<file path="config.mk">
export PLATFORM = sky130hd
export DESIGN_NAME = seq_mult_shift_add
export DESIGN_NICKNAME = d
export VERILOG_FILES = /design/src/rtl/seq_mult_shift_add.sv
export SDC_FILE = /design/constraint.sdc
export NUM_CORES = 1
export LEC_CHECK = 0
export CAP_MARGIN = 10
export CORE_ASPECT_RATIO = 1.4
export CORE_UTILIZATION = 48
export DETAILED_ROUTE_END_ITERATION = 8
export PLACE_DENSITY = 0.78
export RECOVER_POWER = 50
export SLEW_MARGIN = 20
export SYNTH_ARGS = -nofsm -noshare
export SYNTH_HDL_FRONTEND = slang
export SYNTH_HIERARCHICAL = 1
export SYNTH_SLANG_ARGS = --single-unit
</file>
<file path="constraint.sdc">
create_clock -name clk -period 3.8 [get_ports clk]
set_clock_uncertainty 0.2 [all_clocks]
set_input_delay 0.95 -clock clk [delete_from_list [all_inputs] [get_ports clk]]
set_output_delay 0.95 -clock clk [all_outputs]
set_load 0.01 [all_outputs]
</file>
<file path="src/rtl/seq_mult_shift_add.sv">
`default_nettype none
// +--------------------------------------------------------------------------+
// | Module   : seq_mult_shift_add (with helper rca_adder)                    |
// | Purpose  : Sequential unsigned N x N shift-and-add multiplier producing  |
// |            a 2N-bit product after N iterations, one add per cycle        |
// |            through an N-bit ripple-carry adder.                          |
// | Ports    : clk, rst        - clock, synchronous active-high reset        |
// |            start           - begin a multiply (sampled only when idle)   |
// |            a, b            - N-bit unsigned multiplicand / multiplier    |
// |            busy            - high while iterating                        |
// |            done            - one-cycle pulse, product final              |
// |            product         - 2N-bit product register                     |
// | Revision : 1.0 - initial release                                         |
// +--------------------------------------------------------------------------+

// N-bit ripple-carry adder: {carry, sum} = a + b + cin.
module rca_adder #(
  parameter int N = 5
) (
  input  logic [N-1:0] a,
  input  logic [N-1:0] b,
  input  logic         cin,
  output logic [N-1:0] sum,
  output logic         carry
);

  logic [N:0] c;

  assign c[0]  = cin;
  assign carry = c[N];

  for (genvar i = 0; i < N; i++) begin : g_bit
    assign sum[i]   = a[i] ^ b[i] ^ c[i];
    assign c[i+1]   = (a[i] & b[i]) | (c[i] & (a[i] ^ b[i]));
  end

endmodule

module seq_mult_shift_add #(
  parameter int N = 5
) (
  input  logic           clk,
  input  logic           rst,
  input  logic           start,
  input  logic [N-1:0]   a,
  input  logic [N-1:0]   b,
  output logic           busy,
  output logic           done,
  output logic [2*N-1:0] product
);

  localparam int              CNT_W    = $clog2(N + 1);
  localparam logic [CNT_W-1:0] CNT_LAST = CNT_W'(N - 1);
  localparam logic [CNT_W-1:0] CNT_ONE  = CNT_W'(1);

  localparam logic [1:0] ST_IDLE = 2'd0;
  localparam logic [1:0] ST_CALC = 2'd1;
  localparam logic [1:0] ST_DONE = 2'd2;

  logic [1:0]       state_q, state_d;
  logic [N-1:0]     m_q,     m_d;
  logic [2*N-1:0]   p_q,     p_d;
  logic [CNT_W-1:0] cnt_q,   cnt_d;
  logic             busy_q,  busy_d;

  // Add stage: accumulator (upper half of P) plus M gated by the current
  // multiplier LSB.
  logic [N-1:0] add_a;
  logic [N-1:0] add_b;
  logic [N-1:0] add_sum;
  logic         add_carry;

  assign add_a = p_q[2*N-1:N];
  assign add_b = p_q[0] ? m_q : '0;

  rca_adder #(
    .N (N)
  ) u_adder (
    .a     (add_a),
    .b     (add_b),
    .cin   (1'b0),
    .sum   (add_sum),
    .carry (add_carry)
  );

  // State register and datapath flops.
  always_ff @(posedge clk) begin
    if (rst) begin
      state_q <= ST_IDLE;
      m_q     <= '0;
      p_q     <= '0;
      cnt_q   <= '0;
      busy_q  <= 1'b0;
    end else begin
      state_q <= state_d;
      m_q     <= m_d;
      p_q     <= p_d;
      cnt_q   <= cnt_d;
      busy_q  <= busy_d;
    end
  end

  // Next-state and datapath logic.
  always_comb begin
    state_d = state_q;
    m_d     = m_q;
    p_d     = p_q;
    cnt_d   = cnt_q;
    case (state_q)
      ST_IDLE: begin
        if (start) begin
          m_d     = a;
          p_d     = {{N{1'b0}}, b};
          cnt_d   = '0;
          state_d = ST_CALC;
        end
      end
      ST_CALC: begin
        // Carry-out lands in the MSB so no overflow bit is ever lost.
        p_d   = {add_carry, add_sum, p_q[N-1:1]};
        cnt_d = cnt_q + CNT_ONE;
        if (cnt_q == CNT_LAST) begin
          state_d = ST_DONE;
        end
      end
      ST_DONE: begin
        state_d = ST_IDLE;
      end
      default: begin
        state_d = ST_IDLE;
      end
    endcase
  end

  // Outputs: busy is registered from the upcoming state so it is a clean
  // flop output aligned with CALC; done decodes the current state.
  always_comb begin
    busy_d  = (state_d == ST_CALC);
    busy    = busy_q;
    done    = (state_q == ST_DONE);
    product = p_q;
  end

endmodule
`default_nettype wire

</file>
==> results of run 1 <==
## logic make-up after synthesis
group / after synthesis / synth area share
AND/OR/NAND/NOR: 30 / 0.148
buffers and inverters: 17 / 0.0799
adder cells (fa/ha/maj): 7 / 0.121
multiplexers: 11 / 0.107
AO/OA/AOI/OAI: 17 / 0.134
other: 1 / 0.00363
flip-flops: 21 / 0.407
## power by group
group	switching [mW]	internal, mW
Sequential	0.0108	0.232
Clock	0.0672	0.0410
Combinational	0.0288	0.0373
## registers in the layout, indices dropped and copies added (netlist names)
signal,count
m_q,5
product,10
busy,1
cnt_q,3
state_q,2
## metrics by stage
step,power [mW],util,cell area (sq um)
after floorplan,0.286,-,1030
final,0.417,0.640,1280
after global routing,0.433,0.640,1280
after detailed placement,0.316,0.632,1260
after CTS,0.424,0.645,1290
after global placement,0.314,0.632,1260
## area by class of cell
class	instances	area, sq um	area share
well taps	21	26.3	0.0206
inverters	12	45.0	0.0353
multi-input cells	66	519	0.406
flip-flops and latches	21	420	0.329
repair buffers	24	240	0.188
clock buffers	4	26.3	0.0206
## routing by layer
metal | share of wire | routed length (um)
met1 | 0.41 | 771
met2 | 0.51 | 973
met3 | 0.051 | 97
met4 | 0.024 | 46
met5 | 0 | 0
## tightest hold or removal path: stages, from the launching register on
cell and delay (ps):
dfxtp_1 340, mux2i_1 60, nor2_1 70
## final timing paths
check,start,end,slack [ps],cells after the start
hold reg to reg,m_q[4]$_SDFFE_PP0P_,m_q[4]$_SDFFE_PP0P_,300,2
setup reg to reg,product[0]$_SDFFE_PP0P_,product[8]$_SDFFE_PP0P_,810,12
setup / recovery,product[0]$_SDFFE_PP0P_,product[8]$_SDFFE_PP0P_,810,12
hold / removal,m_q[4]$_SDFFE_PP0P_,m_q[4]$_SDFFE_PP0P_,300,2
## synthesized netlist by cell type (all sizes together)
library cell   n
dfxtp         21
nor2          18
inv           12
mux2i         11
a22oi          6
a211oi         5
and2           5
fa             5
buf            3
nor2b          3
a311oi         2
clkbuf         2
ha             2
nor3b          2
a21oi          1
conb           1
nand2          1
nand3          1
o21ai          1
o21ba          1
o21bai         1
## cell usage in the layout (no fill, tap or decap)
cell | Yosys | layout
dfxtp_1 | 21 | 21
and2_1 | 5 | 4
o21bai_4 | 1 | 1
nand3_1 | 1 | 1
a22oi_1 | 6 | 6
mux2i_1 | 11 | 11
ha_1 | 2 | 2
a21oi_1 | 1 | 1
o21ai_0 | 1 | 1
clkbuf_4 | 0 | 3
o21ba_2 | 1 | 1
a211oi_1 | 5 | 5
nor2b_1 | 3 | 3
nor2_1 | 18 | 18
conb_1 | 1 | 1
dlygate4sd3_1 | 0 | 2
inv_1 | 12 | 12
nor3b_1 | 1 | 2
a311oi_1 | 2 | 2
nand2_1 | 1 | 1
clkbuf_1 | 1 | 1
clkdlybuf4s50_1 | 0 | 22
and2_0 | 0 | 1
fa_1 | 5 | 5
==> impl_metrics.py, run 1 <==
metrics = {
    "route": {
        "remaining_drc_errors": 0,
        "drt-initial-drc-count": 12,
        "wl_per_cell_um": 12.8,
        "firstDrtPassIters": 4,
        "viasPerCell": 5.40,
        "ant_nets": 0,
        "drt-total-wl_um": 1890,
        "vias": 799,
    },
    "yosys": {
        "synthCells": 104,
        "synth_area_sq_mm": 0.00103,
        "synth_top_area_share": 0.407,
        "synth_area_leaders": "dfxtp_1 41%, mux2i_1 11%, fa_1 9.7%",
        "ys_types": 24,
        "yosysSeqAreaShare": 0.407,
        "syn_nets": 124,
        "yosys_warnings": 6,
        "synth_area_per_cell_sq_um": 9.94,
        "yosysTopAreaCell": "dfxtp_1",
        "ys_seq_elements": 21,
    },
    "critical_path": {
        "cp-start-kind": "flip-flop",
        "worst-path-buf-inv": 4,
        "endpoint_kind": "flip-flop",
        "critical_path_class": "flip-flop to flip-flop",
        "crit_arrival_ps": 3030,
        "critPathMaxFanout": 7,
        "critPathTopFamily": "adder cells",
        "crit_top_cell": "fa_1",
        "max_stage_delay_ps": 400,
        "slowest_stage": "fa_1",
        "required_ps": 3840,
        "crit_path_cell_trace": "and2_0 -> fa_1 -> inv_1 -> fa_1 -> inv_1 -> fa_1 -> fa_1 -> inv_1 -> fa_1 -> inv_1 -> a22oi_1 -> nor2_1",
    },
    "final_layout": {
        "areaGrowthSynthToFinish_pct": 23.6,
        "finalNetCount": 148,
        "antennaDiodeCount": 0,
        "fillCellCount": 188,
        "instances_no_fill": 148,
        "drive_gt1_frac": 0.0394,
    },
    "timing": {
        "tns_ps": 0,
        "worst_pin_slew_ps": 977,
        "rsz0062_at_grt": "false",
        "hold_viol": 0,
        "final_max_slew_viol_count": 0,
        "maxSlewHeadroom": 0.347,
        "fmax_ghz": 0.335,
        "setup_viol": 0,
        "fin_crit_sh": 0.786,
        "fin_ws_ps": 813,
        "worst_hold_slack_ps": 302,
        "fin_crit_ps": 2990,
    },
    "clocking": {
        "cts_hold_buf": 0,
        "root_buffer": "clkbuf_4",
        "numCtsBuffers": 3,
        "htreeDepth": 1,
        "cts.path.max_buffers": 2,
        "clk_latency_ps": 300,
        "post_cts_resized": 0,
        "cts_sinks": 21,
        "cts_tree": "built",
        "post_cts_buffers": 0,
        "clkTransAtPathRegs_ps": 110,
    },
    "grt": {
        "grt_pass1_wl_um": 2970,
        "grt_pass1_vias": 724,
        "grt_overflow": 0,
        "antenna_found_initial": 0,
        "top_usage_layer": "met2",
        "grt_start_max_net_pins": 22,
        "grtUsageTotal": 0.184,
        "use_met3": 0.0237,
        "grtUsageMet1": 0.208,
        "gr-usage-met2": 0.310,
    },
    "die": {
        "die_y_um": 56.9,
        "fp-row-count": 19,
        "start_util": 0.518,
        "die_area_sq_mm": 0.00235,
        "core_sq_mm": 0.00200,
        "pin_count": 25,
        "die_x_um": 41.2,
    },
    "place": {
        "dp_hpwl_um": 1400,
        "io_buffers": 24,
        "post-place-cells": 144,
        "dpl_worst_slack_ps": 850,
        "gp_congestion": 0.712,
    },
    "flow_run": {
        "maxCapViolCount": 0,
    },
    "power": {
        "peakVddDrop_v": 0.000252,
        "leakage_nw": 0.522,
        "cellPowerDensity_mw_per_mm2": 326,
    },
    "run_status": {
        "status": "finished clean",
    },
    "hold_path": {
        "hold_path.class": "flip-flop to flip-flop",
    },
}
No activity file was read; power rests on OpenSTA's default activity.
==> run 2: changes to the inputs <==
- clock period: 3.8 -> 3.1 ns (I/O delays scaled with it)
==> impl_metrics.py, run 2 (synthesis gave the netlist of run 1 again) <==
metrics = {
    "run_status": {
        "status": "finished clean",
    },
    "power": {
        "leakage_nw": 0.527,
        "cellPowerDensity_mw_per_mm2": 398,
        "peakVddDrop_v": 0.000328,
    },
    "grt": {
        "grt_overflow": 0,
        "grtUsageTotal": 0.173,
        "grt_pass1_vias": 717,
        "grt_pass1_wl_um": 2860,
        "grt_start_max_net_pins": 22,
        "antenna_found_initial": 0,
    },
    "critical_path": {
        "reg2reg_from": "product[0]$_SDFFE_PP0P_",
        "crit_path_cell_trace": "and2_1 -> fa_1 -> inv_1 -> fa_1 -> inv_1 -> fa_1 -> fa_1 -> inv_1 -> fa_1 -> inv_1 -> a22oi_1 -> nor2_1",
        "reg2reg_to": "product[8]$_SDFFE_PP0P_",
        "critPathMaxFanout": 2,
        "cp-start-kind": "flip-flop",
        "max_stage_delay_ps": 400,
        "r2r_cells": 12,
        "slowest_stage": "fa_1",
        "critical_path_class": "flip-flop to flip-flop",
        "r2r_slack_ps": 260,
        "crit_arrival_ps": 2890,
        "endpoint_kind": "flip-flop",
        "crit_top_cell": "fa_1",
        "required_ps": 3140,
    },
    "clocking": {
        "numCtsBuffers": 3,
        "post_cts_buffers": 0,
        "clkTransAtPathRegs_ps": 120,
        "cts_sinks": 21,
        "post_cts_resized": 0,
        "cts.path.max_buffers": 2,
        "clk_latency_ps": 300,
        "cts_hold_buf": 0,
        "root_buffer": "clkbuf_4",
        "cts_tree": "built",
        "htreeDepth": 1,
    },
    "hold_path": {
        "hold_path.class": "flip-flop to flip-flop",
        "min_to": "m_q[0]$_SDFFE_PP0P_",
        "hold_depth": 2,
        "min_from": "m_q[0]$_SDFFE_PP0P_",
    },
    "timing": {
        "fin_crit_ps": 2840,
        "worst_hold_slack_ps": 302,
        "rsz0062_at_grt": "false",
        "maxSlewHeadroom": 0.339,
        "worst_pin_slew_ps": 989,
        "setup_viol": 0,
        "hold_viol": 0,
        "tns_ps": 0,
        "fmax_ghz": 0.352,
        "fin_crit_sh": 0.917,
        "final_max_slew_viol_count": 0,
    },
    "place": {
        "gp_congestion": 0.727,
        "post-place-cells": 145,
        "dp_hpwl_um": 1340,
        "io_buffers": 24,
    },
    "flow_run": {
        "maxCapViolCount": 0,
    },
    "final_layout": {
        "final_common_cell": "clkdlybuf4s50_1",
        "areaGrowthSynthToFinish_pct": 24.7,
        "finalNetCount": 149,
        "largest_register_ff_count": 10,
        "drive_gt1_frac": 0.0547,
        "final_cell_mix": "22 x clkdlybuf4s50_1, 21 x dfxtp_1, 18 x nor2_1, 12 x inv_1, 11 x mux2i_1",
        "instances_no_fill": 149,
        "antennaDiodeCount": 0,
    },
    "die": {
        "die_y_um": 56.9,
        "die_area_sq_mm": 0.00235,
        "core_sq_mm": 0.00200,
        "start_util": 0.518,
        "pin_count": 25,
        "die_x_um": 41.2,
        "fp-row-count": 19,
    },
    "route": {
        "vias": 770,
        "firstDrtPassIters": 4,
        "remaining_drc_errors": 0,
        "wl_per_cell_um": 12.1,
        "drt-initial-drc-count": 19,
        "ant_nets": 0,
        "drt-total-wl_um": 1800,
        "viasPerCell": 5.17,
    },
}
==> run 2: cell types whose count changed in the layout (fill, tap and decap cells not counted), sizes merged <==
cell	before	now
clkbuf	4	3
buf	0	1
clkinvlp	0	1
==> run 2: layout make-up <==
cell class | instances | area, sq um
Fill cell | 178 | 708
Clock inverter | 1 | 7.51
Sequential cell | 21 | 420
Clock buffer | 3 | 22.5
Tap cell | 21 | 26.3
Multi-Input combinational cell | 66 | 519
Timing Repair Buffer | 25 | 248
Inverter | 12 | 45.0
==> run 2: worst max-delay path: cells and delay by family (launching register included) <==
family                   cells  cell delay (ps)
AND/OR/NAND/NOR              2              280
buffers and inverters        4              250
flip-flops                   1              330
AO/OA/AOI/OAI                1               60
adder cells (fa/ha/maj)      5             1680
==> run 2: layer usage <==
| metal | GRT usage | up-vias | part of all wire |
|---|---|---|---|
| li1 | - | 392 | - |
| met1 | 0.190 | 357 | 0.42 |
| met2 | 0.308 | 19 | 0.51 |
| met3 | 0.0316 | 2 | 0.059 |
| met4 | 0.0553 | 0 | 0.0089 |
| met5 | 0 | - | 0 |
==> run 2: metrics by stage <==
| step | power [mW] | area, sq um | utilization | setup WS (ps) |
|---|---|---|---|---|
| floorplan | 0.350 | 1030 | - | 309 |
| global placement | 0.386 | 1270 | 0.636 | 321 |
| detailed placement | 0.388 | 1270 | 0.636 | 272 |
| CTS | 0.518 | 1300 | 0.651 | 248 |
| global route | 0.539 | 1290 | 0.645 | 118 |
| finish | 0.512 | 1290 | 0.645 | 258 |
==> run 2: how the worst max path moves through the flow <==
| stage | slack, ps | cells after the start | from | end |
|---|---|---|---|---|
| after floorplan | 310 | 12 | product[0]$_SDFFE_PP0P_ | product[8]$_SDFFE_PP0P_ |
| after global placement | 320 | 12 | product[0]$_SDFFE_PP0P_ | product[8]$_SDFFE_PP0P_ |
| after detailed placement | 270 | 12 | product[0]$_SDFFE_PP0P_ | product[8]$_SDFFE_PP0P_ |
| after CTS | 250 | 12 | product[0]$_SDFFE_PP0P_ | product[8]$_SDFFE_PP0P_ |
| after global routing | 120 | 12 | product[0]$_SDFFE_PP0P_ | product[8]$_SDFFE_PP0P_ |
| final | 260 | 12 | product[0]$_SDFFE_PP0P_ | product[8]$_SDFFE_PP0P_ |
==> run 2: where the power goes <==
group	internal, mW	switching [mW]	leakage, nW
Clock	0.0490	0.0837	0.0139
Sequential	0.284	0.0117	0.172
Combinational	0.0470	0.0370	0.341
Total	0.380	0.132	0.527
==> run 3: changes to the inputs <==
- CORE_UTILIZATION: 48 -> 51
- PLACE_DENSITY: 0.78 -> 0.82
- clock period: 3.1 -> 3.3 ns (I/O delays scaled with it)
==> impl_metrics.py, run 3 (synthesis gave the netlist of run 1 again) <==
metrics = {
    "run_status": {
        "status": "finished clean",
    },
    "timing": {
        "setup_viol": 0,
        "hold_viol": 0,
        "rsz0062_at_grt": "false",
        "tns_ps": 0,
        "maxSlewHeadroom": 0.330,
        "fin_crit_ps": 2930,
        "final_max_slew_viol_count": 0,
        "fin_ws_ps": 369,
        "worst_pin_slew_ps": 1000,
        "fin_crit_sh": 0.888,
        "fmax_ghz": 0.341,
    },
    "critical_path": {
        "required_ps": 3350,
        "critPathMaxFanout": 7,
        "endpoint": "product[8]$_SDFFE_PP0P_",
        "critical_path_class": "flip-flop to flip-flop",
        "reg2reg_to": "product[8]$_SDFFE_PP0P_",
        "reg2reg_from": "product[0]$_SDFFE_PP0P_",
        "endpoint_kind": "flip-flop",
        "setup.worst_path.start": "product[0]$_SDFFE_PP0P_",
        "crit_arrival_ps": 2980,
        "r2r_slack_ps": 370,
        "r2r_cells": 12,
        "cp-start-kind": "flip-flop",
    },
    "clocking": {
        "post_cts_resized": 0,
        "clk_latency_ps": 310,
        "cts.path.max_buffers": 2,
        "cts_tree": "built",
        "htreeDepth": 1,
        "cts_sinks": 21,
        "numCtsBuffers": 3,
        "cts_hold_buf": 0,
        "post_cts_buffers": 0,
        "clkTransAtPathRegs_ps": 120,
        "root_buffer": "clkbuf_4",
    },
    "route": {
        "viasPerCell": 5.47,
        "firstDrtPassIters": 4,
        "wl_per_cell_um": 13.1,
        "drt-initial-drc-count": 10,
        "drt-total-wl_um": 1930,
        "ant_nets": 0,
        "vias": 804,
        "remaining_drc_errors": 0,
    },
    "grt": {
        "grt_overflow": 0,
        "grtUsageTotal": 0.208,
        "antenna_found_initial": 0,
        "grt_pass1_vias": 784,
        "grt_start_max_net_pins": 22,
        "grt_pass1_wl_um": 3250,
    },
    "final_layout": {
        "finalNetCount": 148,
        "largest_register_ff_count": 10,
        "instances_no_fill": 147,
        "drive_gt1_frac": 0.0394,
        "final_common_cell": "clkdlybuf4s50_1",
        "antennaDiodeCount": 0,
        "areaGrowthSynthToFinish_pct": 23.5,
        "final_cell_mix": "22 x clkdlybuf4s50_1, 21 x dfxtp_1, 18 x nor2_1, 12 x inv_1, 11 x mux2i_1",
    },
    "power": {
        "power.internal_mw": 0.357,
        "cellPowerDensity_mw_per_mm2": 376,
        "p_clk_frac": 0.259,
        "seq_power_share": 0.582,
        "peakVddDrop_v": 0.000288,
        "power_frac_comb": 0.159,
        "p_sw_mw": 0.123,
        "switching_share": 0.256,
        "leakage_nw": 0.523,
    },
    "place": {
        "gp_congestion": 0.670,
        "dpl_worst_slack_ps": 362,
        "dp_hpwl_um": 1470,
        "post-place-cells": 143,
        "io_buffers": 24,
    },
    "die": {
        "pin_count": 25,
        "die_area_sq_mm": 0.00221,
        "die_y_um": 55.3,
        "core_sq_mm": 0.00182,
        "die_x_um": 40.0,
        "start_util": 0.567,
        "fp-row-count": 18,
    },
    "hold_path": {
        "hold_path.class": "flip-flop to flip-flop",
    },
    "flow_run": {
        "maxCapViolCount": 0,
    },
}
==> run 3: changes by cell type in the layout (fill, tap and decap cells not counted) <==
cell,before,now
buf_4,1,0
clkbuf_1,0,1
clkinvlp_4,1,0
==> run 3: area by class of cell <==
class                   instances  area (sq um)
multi-input cells              66           519
flip-flops and latches         21           420
fillers                       142           548
repair buffers                 24           240
inverters                      12          45.0
clock buffers                   4          26.3
well taps                      20          25.0
==> run 3: stage by stage <==
| stage | total power, mW | hold slack, ps | util | area [sq um] |
|---|---|---|---|---|
| 3_3_place_gp | 0.361 | 274 | 0.691 | 1260 |
| 6_report | 0.480 | 312 | 0.700 | 1280 |
| 2_1_floorplan | 0.329 | 252 | - | 1030 |
| 3_5_place_dp | 0.364 | 285 | 0.691 | 1260 |
| 5_1_grt | 0.503 | 340 | 0.700 | 1280 |
| 4_1_cts | 0.485 | 314 | 0.706 | 1290 |
==> run 3: critical path, stage by stage, from the launching register on <==
cell and delay [ps]:
dfxtp_1 380, and2_1 190, fa_1 380, inv_1 70
fa_1 150, inv_1 50, fa_1 390, fa_1 370
inv_1 70, fa_1 400, inv_1 60, a22oi_1 60
nor2_1 110
==> run 3: power by group through the flow <==
stage / registers, mW / clock network (mW) / logic [mW]
after floorplan: 0.284 / 0 / 0.0456
after detailed placement: 0.286 / 0 / 0.0783
after CTS: 0.280 / 0.126 / 0.0789
after global placement: 0.285 / 0 / 0.0767
after global routing: 0.282 / 0.138 / 0.0837
final: 0.279 / 0.124 / 0.0764
==> run 3: worst min-delay path by stage <==
stage | from | endpoint | slack, ps | cells after the start
floorplan | m_q[0]$_SDFFE_PP0P_ | m_q[0]$_SDFFE_PP0P_ | 250 | 2
global placement | m_q[2]$_SDFFE_PP0P_ | m_q[2]$_SDFFE_PP0P_ | 270 | 2
detailed placement | m_q[4]$_SDFFE_PP0P_ | m_q[4]$_SDFFE_PP0P_ | 290 | 2
CTS | m_q[4]$_SDFFE_PP0P_ | m_q[4]$_SDFFE_PP0P_ | 310 | 2
global route | m_q[0]$_SDFFE_PP0P_ | m_q[0]$_SDFFE_PP0P_ | 340 | 2
finish | m_q[4]$_SDFFE_PP0P_ | m_q[4]$_SDFFE_PP0P_ | 310 | 2
==> run 3: routing by layer <==
metal / wire length, um / GRT usage / up-vias
met3: 100 / 0.0321 / 5
met1: 775 / 0.236 / 380
met4: 38 / 0.0985 / 0
met5: 0 / 0 / -
li1: - / - / 393
met2: 1010 / 0.353 / 26
